===== src/rtl/fetch_predictor_if.sv =====
// Fetch-side bus between the fetch stage and the branch/return predictor.
// The master drives the fetched word and the Execute training feedback; the slave returns the prediction.
interface fetch_predictor_if;
  logic        StallF;
  logic [31:0] instrF;
  logic [31:0] PCF;
  logic [31:0] PCPlus4F;
  logic        UpdateE;
  logic [31:0] UpdatePCE;
  logic        UpdateTakenE;
  logic        JumpF;
  logic        IsBranchF;
  logic        IsReturnF;
  logic        PredTakenF;
  logic [31:0] PredPCF;

  modport master (
    output StallF, instrF, PCF, PCPlus4F, UpdateE, UpdatePCE, UpdateTakenE,
    input  JumpF, IsBranchF, IsReturnF, PredTakenF, PredPCF
  );

  modport slave (
    input  StallF, instrF, PCF, PCPlus4F, UpdateE, UpdatePCE, UpdateTakenE,
    output JumpF, IsBranchF, IsReturnF, PredTakenF, PredPCF
  );
endinterface


===== src/rtl/fetch_predictor.sv =====
// Fetch pre-decoder with 2-bit counter branch prediction and an optional return-address stack.
// Define FETCH_PRD_RAS_EN to build the RAS; otherwise returns are decoded but never predicted.
module fetch_predictor #(
  parameter int unsigned BHT_IDX_W = 6,
  parameter int unsigned RAS_DEPTH = 4,
  parameter logic [1:0]  CNT_INIT  = 2'b01
) (
  input logic              clk,
  input logic              reset_n,
  fetch_predictor_if.slave bus
);
  localparam int unsigned BHT_N = 1 << BHT_IDX_W;

  logic [5:0]  op;
  logic        is_j;
  logic        is_jal;
  logic        is_br;
  logic        is_ret;
  logic [31:0] jump_tgt;
  logic [31:0] br_tgt;
  logic        bht_taken;
  logic        ras_valid;
  logic [31:0] ras_top;
  logic        sel_taken;
  logic [31:0] sel_tgt;

  assign op     = bus.instrF[31:26];
  assign is_j   = (op == 6'b000010);
  assign is_jal = (op == 6'b000011);
  assign is_br  = (op == 6'b000100) || (op == 6'b000101);
  assign is_ret = (op == 6'b000000) && (bus.instrF[25:21] == 5'b11111)
                  && (bus.instrF[5:0] == 6'b001000);

  assign bus.JumpF     = is_j | is_jal;
  assign bus.IsBranchF = is_br;
  assign bus.IsReturnF = is_ret;

  assign jump_tgt = {bus.PCPlus4F[31:28], bus.instrF[25:0], 2'b00};
  assign br_tgt   = bus.PCPlus4F + {{14{bus.instrF[15]}}, bus.instrF[15:0], 2'b00};

  logic [BHT_IDX_W-1:0] rd_idx;
  logic [BHT_IDX_W-1:0] wr_idx;
  logic [1:0]           cnt_rd [BHT_N];

  assign rd_idx = bus.PCF[BHT_IDX_W+1:2];
  assign wr_idx = bus.UpdatePCE[BHT_IDX_W+1:2];

  // Counters live in flops: the whole table must clear asynchronously and be read in the same cycle.
  genvar gi;
  generate
    for (gi = 0; gi < BHT_N; gi++) begin : g_bht
      logic [1:0] cnt_q;
      logic [1:0] cnt_d;

      always_comb begin
        cnt_d = cnt_q;
        if (bus.UpdateE && (wr_idx == BHT_IDX_W'(gi))) begin
          if (bus.UpdateTakenE) begin
            if (cnt_q != 2'b11) cnt_d = cnt_q + 2'b01;
          end else if (cnt_q != 2'b00) begin
            cnt_d = cnt_q - 2'b01;
          end
        end
      end

      always_ff @(posedge clk or negedge reset_n) begin
        if (!reset_n) cnt_q <= CNT_INIT;
        else          cnt_q <= cnt_d;
      end

      assign cnt_rd[gi] = cnt_q;
    end
  endgenerate

  assign bht_taken = cnt_rd[rd_idx][1];

`ifdef FETCH_PRD_RAS_EN
  localparam int unsigned PTR_W = (RAS_DEPTH > 1) ? $clog2(RAS_DEPTH) : 1;
  localparam int unsigned CNT_W = PTR_W + 1;

  logic [PTR_W-1:0] top_q;
  logic [PTR_W-1:0] top_d;
  logic [PTR_W-1:0] push_ptr;
  logic [CNT_W-1:0] count_q;
  logic [CNT_W-1:0] count_d;
  logic [31:0]      ras_mem [RAS_DEPTH];
  logic             push;
  logic             pop;

  assign push     = is_jal & ~bus.StallF;
  assign pop      = is_ret & ~bus.StallF & (count_q != '0);
  assign push_ptr = top_q + PTR_W'(1);

  // A push onto a full stack wraps the pointer over the oldest entry; count just saturates.
  always_comb begin
    top_d   = top_q;
    count_d = count_q;
    if (push) begin
      top_d = push_ptr;
      if (count_q != CNT_W'(RAS_DEPTH)) count_d = count_q + CNT_W'(1);
    end else if (pop) begin
      top_d   = top_q - PTR_W'(1);
      count_d = count_q - CNT_W'(1);
    end
  end

  always_ff @(posedge clk or negedge reset_n) begin
    if (!reset_n) begin
      top_q   <= '0;
      count_q <= '0;
    end else begin
      top_q   <= top_d;
      count_q <= count_d;
    end
  end

  always_ff @(posedge clk) begin
    if (push && reset_n) ras_mem[push_ptr] <= bus.PCPlus4F;
  end

  assign ras_valid = (count_q != '0);
  assign ras_top   = ras_mem[top_q];
`else
  logic unused_stall;
  assign unused_stall = bus.StallF;
  assign ras_valid    = 1'b0;
  assign ras_top      = '0;
`endif

  always_comb begin
    sel_taken = 1'b0;
    sel_tgt   = bus.PCPlus4F;
    if (is_j | is_jal) begin
      sel_taken = 1'b1;
      sel_tgt   = jump_tgt;
    end else if (is_br) begin
      sel_taken = bht_taken;
      sel_tgt   = br_tgt;
    end else if (is_ret) begin
      sel_taken = ras_valid;
      sel_tgt   = ras_top;
    end
  end

  assign bus.PredTakenF = sel_taken;
  assign bus.PredPCF    = sel_taken ? sel_tgt : bus.PCPlus4F;

  logic unused_pc_bits;
  assign unused_pc_bits = ^{bus.PCF[31:BHT_IDX_W+2], bus.PCF[1:0],
                            bus.UpdatePCE[31:BHT_IDX_W+2], bus.UpdatePCE[1:0]};
endmodule


===== src/flat_wrapper.sv =====
// flat-port wrapper written by rule: the top's interface ports become plain ports
module fetch_predictor_flat 
#(
  parameter int unsigned BHT_IDX_W = 6,
  parameter int unsigned RAS_DEPTH = 4,
  parameter logic [1:0]  CNT_INIT  = 2'b01
)
  (clk, reset_n, bus_StallF, bus_instrF, bus_PCF, bus_PCPlus4F, bus_UpdateE, bus_UpdatePCE, bus_UpdateTakenE, bus_JumpF, bus_IsBranchF, bus_IsReturnF, bus_PredTakenF, bus_PredPCF);
  fetch_predictor_if bus_i ();
  input logic clk;
  input logic reset_n;
  input wire logic [$bits(bus_i.StallF)-1:0] bus_StallF;
  input wire logic [$bits(bus_i.instrF)-1:0] bus_instrF;
  input wire logic [$bits(bus_i.PCF)-1:0] bus_PCF;
  input wire logic [$bits(bus_i.PCPlus4F)-1:0] bus_PCPlus4F;
  input wire logic [$bits(bus_i.UpdateE)-1:0] bus_UpdateE;
  input wire logic [$bits(bus_i.UpdatePCE)-1:0] bus_UpdatePCE;
  input wire logic [$bits(bus_i.UpdateTakenE)-1:0] bus_UpdateTakenE;
  output wire logic [$bits(bus_i.JumpF)-1:0] bus_JumpF;
  output wire logic [$bits(bus_i.IsBranchF)-1:0] bus_IsBranchF;
  output wire logic [$bits(bus_i.IsReturnF)-1:0] bus_IsReturnF;
  output wire logic [$bits(bus_i.PredTakenF)-1:0] bus_PredTakenF;
  output wire logic [$bits(bus_i.PredPCF)-1:0] bus_PredPCF;
  assign bus_i.StallF = bus_StallF;
  assign bus_i.instrF = bus_instrF;
  assign bus_i.PCF = bus_PCF;
  assign bus_i.PCPlus4F = bus_PCPlus4F;
  assign bus_i.UpdateE = bus_UpdateE;
  assign bus_i.UpdatePCE = bus_UpdatePCE;
  assign bus_i.UpdateTakenE = bus_UpdateTakenE;
  assign bus_JumpF = bus_i.JumpF;
  assign bus_IsBranchF = bus_i.IsBranchF;
  assign bus_IsReturnF = bus_i.IsReturnF;
  assign bus_PredTakenF = bus_i.PredTakenF;
  assign bus_PredPCF = bus_i.PredPCF;
  fetch_predictor #(.BHT_IDX_W(BHT_IDX_W), .RAS_DEPTH(RAS_DEPTH), .CNT_INIT(CNT_INIT)) u_core (.clk(clk), .reset_n(reset_n), .bus(bus_i));
endmodule

===== config.mk =====
export PLATFORM = sky130hd
export DESIGN_NAME = fetch_predictor_flat
export DESIGN_NICKNAME = d
export VERILOG_FILES = /design/src/rtl/fetch_predictor_if.sv /design/src/rtl/fetch_predictor.sv /design/src/flat_wrapper.sv
export SDC_FILE = /design/constraint.sdc
export NUM_CORES = 1
export LEC_CHECK = 0
export CORE_MARGIN = 1.5
export CORE_UTILIZATION = 54
export DETAILED_ROUTE_END_ITERATION = 16
export GPL_TIMING_DRIVEN = 0
export PLACE_DENSITY = 0.79
export RECOVER_POWER = 25
export REMOVE_ABC_BUFFERS = 1
export SETUP_SLACK_MARGIN = 0.02
export SLEW_MARGIN = 0
export SYNTH_ARGS = -nofsm -noshare
export SYNTH_HDL_FRONTEND = slang
export SYNTH_SLANG_ARGS = --single-unit

===== constraint.sdc =====
create_clock -name clk -period 3 [get_ports clk]
set_input_delay 0.3 -clock clk [delete_from_list [all_inputs] [get_ports clk]]
set_output_delay 0.3 -clock clk [all_outputs]
set_load 0.02 [all_outputs]

==> summary.txt, run 1 <==
Synthesis
  • Yosys reg bits: 128
  • Dominant synthesized flop cell: dfstp_2
  • Ys Warns: 0
  • Synth cell count leaders: o21ai_0, nor2_1, a21oi_1
  • Post-synth top area share: 0.1808
  • Number of synthesized flops with an enable pin: 0
  • Post-synth top area cell: dfstp_2
  • Sequential area share after synthesis: 0.3529
  • Mapped Avg Cell Area: 7.978 um2
  • Count of cell types in the netlist: 57
  • Post-Syn Instances: 1,166
  • Mapped cell area: 9303 um2
  • Async SR Flop Fraction: 1.000
  • Top cells by area, synth: dfstp_2, dfrtp_1, o21ai_0
  • Cell with the most instances after synthesis: o21ai_0

Worst setup path
  • CP Class: register to output pin
  • Reg2reg end: u_core.g_bht[25].cnt_q[0]
  • CP startpoint kind: register
  • CP max FO: 6
  • Worst EP required: 2.70 ns
  • CP Capture Type: output pin
  • Flop2flop setup slack: 1.97 ns
  • Critical path arrival: 3.10 ns
  • Reg2reg start: u_core.g_bht[25].cnt_q[0]
  • Worst r2r path cells: 2

Placement
  • Dpl hpwl: 18,010 um
  • Placed Area: 10,540 um2
  • Buffers on Ports: 115
  • Final GP Congestion: 0.8654
  • Pre-CTS setup slack: -2.252 ns

Min path
  • Cell depth of the worst min-delay path: 2
  • Hold Path End: u_core.g_bht[31].cnt_q[0]
  • Min-Delay Path Class: register to register
  • Hold path startpoint: u_core.g_bht[31].cnt_q[0]

Layout
  • Final Cell Area: 12,120 um2
  • Register Area: 3283 um2
  • Proportion of layout cells with a drive suffix above 1: 0.2254
  • Util after Layout: 0.7258
  • Biggest regs: u_core.g_bht.cnt_q (128)
  • Layout Nets: 1,481
  • Fillers: 1,214
  • Area growth syn-to-layout: 30.30%
  • Largest register FFs: 128
  • Multi-input logic area: 6276 um2
  • Register with the highest flop count: u_core.g_bht.cnt_q

Run
  • MaxCap Viol Count: 1

Power and ir drop
  • Leak: 4.299 nW
  • Power per cell area: 426.8 nW/um2
  • VDD IR max: 485.9 uV
  • Final Power: 5.174 mW

Route
  • Via density: 6.559
  • Wire per inst: 19.95 um
  • Total number of vias: 10,179
  • Routed WL: 30,970 um
  • DRT iter0 DRCs: 953
  • Drc violations: 0
  • Post-DRT Antenna Nets: 0
  • 1st-pass router iterations: 6

Clocking
  • Worst-skew pair later-pin latency: 0.43 ns
  • Num CTS Buffers: 17
  • Clock net sink count: 128
  • CTS max path bufs: 2
  • Reg clk slew, reported paths: 0.06 ns
  • H-tree Lvls: 4
  • CTS tree: yes
  • CTS root buf: clkbuf_16

Floorplanning
  • Die height: 134.3 um
  • Core box area: 16,700 um2
  • Full die area: 18,020 um2
  • Top Ports: 169
  • Rows: 47
  • Die span in x: 134.3 um
  • Initial Util: 0.5570

Timing
  • RSZ-0062 raised after global routing: true
  • Final Hold Viols: 0
  • Endpoints failing setup: 31
  • Max Freq: 0.2944 GHz
  • Max_slew headroom: -0.3984
  • Hold slack final: 0.5088 ns
  • Max-slew violations: 40
  • Min Tclk post-route: 3.397 ns
  • Fin crit share: 1.132
  • Clock skew: 0.007919 ns
  • Setup WS post-layout: -0.3969 ns
  • Worst-Margin Slew: 2.098 ns

Status
  • Status: finished with violations
  • Failing checks: max-capacitance violations, max-slew violations, negative setup slack

Global route
  • Total grt overflow: 0
  • Antenna violations before repair: 2
  • Total track usage: 0.3280
  • Largest net degree at the start of global routing: 91
  • Vias in the first global route: 9,453
  • First-pass GRT wire length: 47,300 um
[critical path, stage by stage (launching register included)]
cell             delay, ns
dfrtp_1               0.41
mux4_2                0.52
mux4_2                0.52
nand4_1               0.16
o311a_4               0.28
and2_2                0.28
a22oi_1               0.09
o21ai_0               0.11
clkdlybuf4s15_2       0.29
[cells in the final DEF (no fill, tap or decap), drive strengths merged, types with 29 or more instances in the layout]
cell type      Yosys  final
nor2             150    150
ha                29     29
a21oi            145    145
dfrtp             64     64
dfstp             64     64
o31ai             33     33
nand2            134    134
o21ai            211    211
buf               14     96
clkdlybuf4s50      0     55
[per-stage QoR]
stage | cells | TNS, ns
finish | 1552 | -8.660
global route | 1552 | -30.30
CTS | 1536 | -6.752
detailed placement | 1451 | -65.73
global placement | 1449 | -542.56
floorplan | 1114 | -8.425
[cells by family after synthesis]
family	synth area share
and+or+nand+nor	0.1976
xor gates and xnor gates	0.02165
AOI/OAI and AO/OA	0.3028
DFF	0.3529
adders and majority gates	0.04116
buffers and inverters	0.03309
muxes	0.05084
[where the power goes]
| part | leakage (nW) | internal, mW | switching, mW |
|---|---|---|---|
| logic | 2.79 | 0.493 | 0.649 |
| clock network | 0.277 | 1.15 | 0.863 |
| registers | 1.23 | 1.90 | 0.121 |
| total | 4.30 | 3.54 | 1.63 |
[routing by layer]
metal  part of all wire  GRT usage  vias to the layer above
met5            0.00042          0                        -
met4              0.043     0.1565                        2
met3              0.083    0.06576                      139
met2               0.47     0.5316                      546
met1               0.40     0.4219                     4846
li1                   -          -                     4646
[how the worst max path moves through the flow]
stage               slack (ns)                         to  cells past startpoint                      start
floorplan                -0.37            bus_PredPCF[17]                      7  u_core.g_bht[63].cnt_q[1]
global placement         -3.38  u_core.g_bht[41].cnt_q[1]                      1                    reset_n
detailed placement       -2.25            bus_PredPCF[24]                      9                 bus_PCF[3]
CTS                      -0.32            bus_PredPCF[31]                      9  u_core.g_bht[63].cnt_q[1]
global route             -0.41            bus_PredPCF[31]                      9  u_core.g_bht[47].cnt_q[1]
finish                   -0.40            bus_PredPCF[17]                      8  u_core.g_bht[47].cnt_q[1]
[what timing repair did]
action | CTS | global route
buffers inserted | 46 | 15
resized for setup | 264 | 70
pin swaps | 31 | 21
gates cloned | 6 | 0
endpoints found under the hold margin | 16 | 0
hold buffers | 1 | 0
setup endpoints to repair | 32 | 33
[cell type report]
| class | count | share of cell area |
|---|---|---|
| Antenna cell | 1 | 0.0002064 |
| Clock buffer | 17 | 0.03510 |
| Clock inverter | 15 | 0.01125 |
| Inverter | 15 | 0.005161 |
| Multi-Input combinational cell | 976 | 0.5178 |
| Sequential cell | 128 | 0.2709 |
| Tap cell | 220 | 0.02271 |
| Timing Repair Buffer | 179 | 0.1364 |
| Timing Repair inverter | 1 | 0.0006193 |
Note: power is estimated with default switching activity, not from simulation.
==> inputs of run 2 (changes only) <==
Settings changed: CORE_MARGIN 1.5 to 3.
==> run 2 against run 1 <==
The flow still finishes with violations (max-capacitance violations, max-slew violations, negative setup slack). Maximum frequency decreased by 0.19%. Die area increased by 4.5%. Total power grew 3.4%. Core utilization grew 2.0 points. Flip-flop and latch count did not move. Count of clock-buffer cells in the layout is 4 higher. Worst hold slack worse by 0.0070 ns. Via count increased by 3.6%. Cell area grew 2.8%. Final cell count rose by 1.2%. First-iteration DRC count is 42% higher. Critical endpoint is now bus_PredPCF[31].
==> summary.txt, run 2 (synthesis gave the netlist of run 1 again) <==
Power and ir drop
  • VDD IR max: 463.3 uV (-4.6%)
  • Final Power: 5.352 mW (+3.4%)
  • Leak: 4.481 nW (+4.2%)
  • Power per cell area: 429.7 nW/um2 (+0.67%)

Timing
  • Endpoints failing setup: 31 (unchanged)
  • Hold slack final: 0.5018 ns (-0.007030 ns)
  • Max_slew headroom: -0.06698 (+0.3315)
  • Final Hold Viols: 0 (unchanged)
  • RSZ-0062 raised after global routing: true
  • Fin crit share: 1.134 (+0.002133)
  • Clock skew: 0.007239 ns (-0.0006797 ns)
  • Max Freq: 0.2938 GHz (-0.19%)
  • Setup TNS: -8.714 ns (-0.05362 ns)
  • Worst-Margin Slew: 1.600 ns (-0.4972 ns)
  • Max-slew violations: 31 (-23%)
  • Setup WS post-layout: -0.4033 ns (-0.006400 ns)
  • Min Tclk post-route: 3.403 ns (+0.006400 ns)

Global route
  • Vias in the first global route: 9,502 (+0.52%)
  • Largest net degree at the start of global routing: 100 (+9.9%)
  • First-pass GRT wire length: 46,950 um (-0.73%)
  • Antenna violations before repair: 0 (-2)
  • Total track usage: 0.3131 (-0.01490)
  • Total grt overflow: 0 (unchanged)

Layout
  • Commonest non-fill, non-tap cell in the layout: o21ai_0
  • N_diodes: 0 (-1)
  • Final Cell Area: 12,460 um2 (+2.8%)
  • Register Area: 3283 um2 (unchanged)
  • Biggest regs: u_core.g_bht.cnt_q (128)
  • Layout Nets: 1,500 (+1.3%)
  • Register with the highest flop count: u_core.g_bht.cnt_q
  • Area growth syn-to-layout: 33.89%
  • Proportion of layout cells with a drive suffix above 1: 0.2519 (+0.02646)
  • Most frequent cells in the layout: o21ai_0, nor2_1, nand2_1, a21oi_1, buf_4
  • Fillers: 1,106 (-8.9%)
  • Multi-input logic area: 6469 um2 (+3.1%)
  • Largest register FFs: 128 (unchanged)

Clocking
  • Reg clk slew, reported paths: 0.06 ns (about the same)
  • H-tree Lvls: 4 (unchanged)
  • Clock net sink count: 128 (unchanged)
  • Worst-skew pair later-pin latency: 0.42 ns (about the same)
  • CTS tree: yes
  • Num CTS Buffers: 17 (unchanged)
  • CTS root buf: clkbuf_16
  • CTS max path bufs: 2 (unchanged)

Route
  • Via density: 6.720 (+2.5%)
  • Drc violations: 0 (unchanged)
  • Wire per inst: 21.06 um (+5.5%)
  • Post-DRT Antenna Nets: 0 (unchanged)
  • 1st-pass router iterations: 9 (+3)
  • DRT iter0 DRCs: 1,358 (+42%)
  • Routed WL: 33,060 um (+6.8%)
  • Total number of vias: 10,550 (+3.6%)

Worst setup path
  • CP max FO: 7 (+1)
  • Critical Path Start: bus_PCPlus4F[17]
  • Crit-path cells: clkdlybuf4s50_1 > ha_4 > nor2_1 > nor2b_1 > nor3_1 > a211oi_2 > a311oi_2 > buf_4 > a21oi_4 > a211o_1 > nand4_1 > buf_4
  • CP max stage cell: nor3_1
  • Worst EP required: 2.70 ns (about the same)
  • Largest delay share family, worst path: simple AND/OR/NAND/NOR gates
  • CP max stage delay: 0.55 ns (+0.03 ns)
  • Reg2reg start: u_core.g_bht[35].cnt_q[0]
  • CP Class: primary input to output pin
  • Reg2reg end: u_core.g_bht[35].cnt_q[0]
  • Flop2flop setup slack: 1.92 ns (-0.05 ns)
  • Critical path arrival: 3.10 ns (about the same)
  • WP buf/inv: 3 (+2)
  • Worst r2r path cells: 3 (+1)
  • CP startpoint kind: primary input
  • CP Capture Type: output pin
  • Crit path top cell by count: buf_4

Placement
  • Pre-CTS setup slack: -2.270 ns (-0.01850 ns)
  • Buffers on Ports: 115 (unchanged)
  • Final GP Congestion: 0.8931 (+3.2%)
  • Dpl hpwl: 17,800 um (-1.1%)
  • Placed Area: 10,540 um2 (about the same)

Floorplanning
  • Top Ports: 169 (unchanged)
  • Rows: 47 (unchanged)
  • Die height: 137.3 um (+2.2%)
  • Die span in x: 137.3 um (+2.2%)
  • Core box area: 16,700 um2 (unchanged)
  • Full die area: 18,840 um2 (+4.5%)
  • Initial Util: 0.5570 (unchanged)

Min path
  • Min-Delay Path Class: register to register
  • Hold path startpoint: u_core.g_bht[55].cnt_q[0]
  • Cell depth of the worst min-delay path: 2 (unchanged)
  • Hold Path End: u_core.g_bht[55].cnt_q[0]

Status
  • Status: finished with violations
  • Failing checks: max-capacitance violations, max-slew violations, negative setup slack

Run
  • MaxCap Viol Count: 1 (unchanged)
-- run 2: cell types whose count changed in the layout (fill, tap and decap cells not counted), sizes merged, moves of 2 or more --
cell,delta
buf,+19
clkbuf,+11
clkdlybuf4s15,-3
clkdlybuf4s50,-3
clkinv,-2
dlygate4sd2,-10
dlymetal6s2s,+6
inv,-2
o311a,+3
-- run 2: power breakdown --
group / total, mW / internal, mW / switching (mW)
combinational: 1.19 / 0.507 / 0.687
sequential: 2.02 / 1.90 / 0.123
clock: 2.14 / 1.32 / 0.820
total: 5.35 / 3.72 / 1.63
-- run 2: layout make-up --
class / count / area share
flip-flops and latches: 128 / 0.2636
clock buffers: 21 / 0.03857
inverters: 15 / 0.005023
well taps: 220 / 0.02210
multi-input cells: 979 / 0.5193
repair buffers: 195 / 0.1408
clock inverters: 11 / 0.01015
repair inverters: 1 / 0.0004018
-- run 2: worst min-delay path, stage by stage (launching register included) --
cell	delay (ns)
dfstp_2	0.36
inv_1	0.06
mux2i_1	0.07
-- run 2: what timing repair did --
action                     CTS  global route
resized for setup          287           103
buffers inserted            54            25
hold endpoints to repair    13             0
hold buffers                 1             0
gates cloned                 8             1
pin swaps                   34            36
setup endpoints to repair   32            32
-- run 2: through the flow --
stage / utilization / instances
after global routing: 0.7458 / 1570
after global placement: 0.6274 / 1449
after detailed placement: 0.6313 / 1451
final: 0.7458 / 1570
after CTS: 0.7161 / 1546
after floorplan: - / 1114
-- run 2: worst max-delay path by stage --
stage	endpoint	slack (ns)	cells after the start
final	bus_PredPCF[31]	-0.40	12
after CTS	bus_PredPCF[31]	-0.27	9
after global placement	u_core.g_bht[41].cnt_q[1]	-3.38	1
after global routing	bus_PredPCF[31]	-0.49	11
after detailed placement	bus_PredPCF[25]	-2.27	9
after floorplan	bus_PredPCF[17]	-0.37	7
-- run 2: per-layer routing --
metal	track usage	vias up	wire length, um
met3	0.05588	171	3329
li1	-	4687	-
met1	0.4126	4978	12640
met4	0.1414	0	1732
met2	0.5063	714	15360
met5	0	-	0
==> inputs of run 3 (changes only) <==
Settings changed: CORE_ASPECT_RATIO set to 1.4, CORE_UTILIZATION 54 to 49, PLACE_DENSITY 0.79 to 0.75.
Clock period 3 ns to 3.1 ns, I/O delays scaled along.
==> run 3 against run 2 <==
The flow still finishes with violations (max-capacitance violations, max-slew violations, negative setup slack). Non-clock buffer count decreased by 40. Flip-flop and latch count unchanged. Core utilization decreased by 10 points. Critical path depth decreased by 3. Critical path type is now register to output pin. Critical endpoint is now bus_PredPCF[3]. Highest routed layer unchanged.
==> summary.txt, run 3 (synthesis gave the netlist of run 1 again) <==
Power and ir drop
  • VDD IR max: 388.5 uV (-16%)
  • Leak: 4.154 nW (-7.3%)
  • Power per cell area: 400.1 nW/um2 (-6.9%)

Timing
  • Max-slew violations: 35 (+13%)
  • Endpoints failing setup: 31 (unchanged)
  • Final Hold Viols: 0 (unchanged)
  • Setup WS post-layout: -0.2829 ns (+0.1204 ns)
  • Fin crit share: 1.091
  • RSZ-0062 raised after global routing: true
  • Max Freq: 0.2956 GHz
  • Min Tclk post-route: 3.383 ns
  • Clock skew: 0.006558 ns (-0.0006814 ns)
  • Max_slew headroom: -0.2405 (-0.1736)
  • Worst-Margin Slew: 1.861 ns (+0.2603 ns)

Layout
  • Area growth syn-to-layout: 28.31%
  • N_diodes: 0 (unchanged)
  • Largest register FFs: 128 (unchanged)
  • Most frequent cells in the layout: o21ai_0, nor2_1, a21oi_1
  • Final Cell Area: 11,940 um2 (-4.2%)
  • Commonest non-fill, non-tap cell in the layout: o21ai_0
  • Biggest regs: u_core.g_bht.cnt_q (128)
  • Register with the highest flop count: u_core.g_bht.cnt_q
  • Fillers: 1,568 (+42%)
  • Layout Nets: 1,461 (-2.6%)
  • Proportion of layout cells with a drive suffix above 1: 0.2070 (-0.04482)
  • Util after Layout: 0.6416 (-0.1042)

Worst setup path
  • Largest delay share family, worst path: multiplexers
  • WP buf/inv: 3 (unchanged)
  • Worst EP required: 2.79 ns (+0.09 ns)
  • CP max stage cell: mux4_2
  • Critical path arrival: 3.07 ns (-0.03 ns)
  • CP max stage delay: 0.55 ns (about the same)
  • CP Class: register to output pin
  • CP Capture Type: output pin
  • Crit-path cells: mux4_2 > mux4_2 > nand4_1 > buf_4 > buf_4 > o311a_4 > nor2b_1 > a221o_1 > buf_6
  • CP startpoint kind: register
  • CP max FO: 6 (-1)

Placement
  • Pre-CTS setup slack: -2.214 ns (+0.05658 ns)
  • Dpl hpwl: 17,980 um (+1.0%)
  • Placed Area: 10,570 um2 (+0.28%)
  • Buffers on Ports: 115 (unchanged)
  • Final GP Congestion: 0.8889 (-0.47%)

Min path
  • Min-Delay Path Class: register to register

Route
  • DRT iter0 DRCs: 686 (-49%)
  • Routed WL: 28,530 um (-14%)
  • Wire per inst: 18.37 um (-13%)
  • Via density: 6.225 (-7.4%)
  • Total number of vias: 9,668 (-8.4%)
  • Drc violations: 0 (unchanged)
  • 1st-pass router iterations: 7 (-2)
  • Post-DRT Antenna Nets: 0 (unchanged)

Global route
  • Vias in the first global route: 9,390 (-1.2%)
  • Largest net degree at the start of global routing: 96 (-4.0%)
  • Total grt overflow: 0 (unchanged)
  • Total track usage: 0.2749 (-0.03825)
  • Antenna violations before repair: 0 (unchanged)
  • First-pass GRT wire length: 45,940 um (-2.2%)

Clocking
  • Reg clk slew, reported paths: 0.06 ns (about the same)
  • CTS max path bufs: 2 (unchanged)
  • H-tree Lvls: 4 (unchanged)
  • Worst-skew pair later-pin latency: 0.41 ns (about the same)
  • Clock net sink count: 128 (unchanged)
  • CTS tree: yes
  • CTS root buf: clkbuf_16
  • Num CTS Buffers: 17 (unchanged)

Floorplanning
  • Die span in x: 122.5 um (-11%)
  • Top Ports: 169 (unchanged)
  • Full die area: 20,700 um2 (+9.9%)
  • Die height: 169.0 um (+23%)
  • Initial Util: 0.5001 (-0.05695)
  • Core box area: 18,600 um2 (+11%)
  • Rows: 59 (+26%)

Status
  • Status: finished with violations
  • Failing checks: max-capacitance violations, max-slew violations, negative setup slack

Run
  • MaxCap Viol Count: 1 (unchanged)
## run 3: changes by cell type in the layout (fill, tap and decap cells not counted), sizes merged, moves of 3 or more
| cell | change |
|---|---|
| buf | -42 |
| dlygate4sd2 | +6 |
| dlymetal6s2s | -6 |
| clkbuf | -6 |
| clkdlybuf4s50 | +11 |
| inv | -3 |
| clkinv | -3 |
## run 3: through the flow
step | hold WS [ns] | std cells | total power, mW | TNS [ns]
2_1_floorplan | 0.01441 | 1114 | 2.470 | -5.751
3_3_place_gp | 0.4845 | 1473 | 2.840 | -533.10
3_5_place_dp | 0.2224 | 1476 | 2.871 | -64.13
4_1_cts | 0.3599 | 1548 | 4.767 | -4.607
5_1_grt | 0.5244 | 1553 | 4.991 | -8.985
6_report | 0.5032 | 1553 | 4.776 | -6.728
## run 3: cell type report
type | instances | area [um2] | share of cell area
Sequential cell | 128 | 3283 | 0.2751
Inverter | 15 | 62.56 | 0.005241
Multi-Input combinational cell | 980 | 6262 | 0.5246
Timing Repair Buffer | 155 | 1490 | 0.1248
Timing Repair inverter | 1 | 5.005 | 0.0004193
Tap cell | 244 | 305.3 | 0.02558
Clock buffer | 25 | 495.5 | 0.04151
Clock inverter | 5 | 32.53 | 0.002725
## run 3: power breakdown
group	switching (mW)	internal, mW	leakage [nW]
Combinational	0.577	0.445	2.67
Sequential	0.118	1.84	1.23
Clock	0.704	1.09	0.251
Total	1.40	3.38	4.15
## run 3: worst paths after layout
check | from | slack, ns | to | cells past startpoint
setup / recovery | u_core.g_bht[59].cnt_q[1] | -0.28 | bus_PredPCF[3] | 9
hold / removal | u_core.g_bht[55].cnt_q[0] | 0.50 | u_core.g_bht[55].cnt_q[0] | 2
setup reg to reg | u_core.g_bht[7].cnt_q[0] | 2.02 | u_core.g_bht[7].cnt_q[0] | 2
hold reg to reg | u_core.g_bht[55].cnt_q[0] | 0.50 | u_core.g_bht[55].cnt_q[0] | 2
max in group asynchronous | reset_n | 0.48 | u_core.g_bht[11].cnt_q[1] | 3
min in group asynchronous | reset_n | 0.95 | u_core.g_bht[4].cnt_q[1] | 2
## run 3: routing by layer
metal / vias up / share of wire / track usage / wire length [um]
li1: 4606 / - / - / -
met1: 4603 / 0.39 / 0.3131 / 11130
met2: 369 / 0.50 / 0.4787 / 14190
met3: 90 / 0.066 / 0.05381 / 1878
met4: 0 / 0.046 / 0.1496 / 1322
met5: - / 0 / 0 / 0
## run 3: what timing repair did
item	in CTS	in global routing
hold buffers	1	0
setup endpoints to repair	32	32
gates resized for setup	279	32
buffers inserted	31	5
endpoints found under the hold margin	17	0
cloned	10	0
pin swaps	39	11
## run 3: worst register-to-register path, cell delays in order (launching register included)
cell      delay, ns
dfstp_2        0.56
o21ai_0        0.10
a211oi_1       0.31
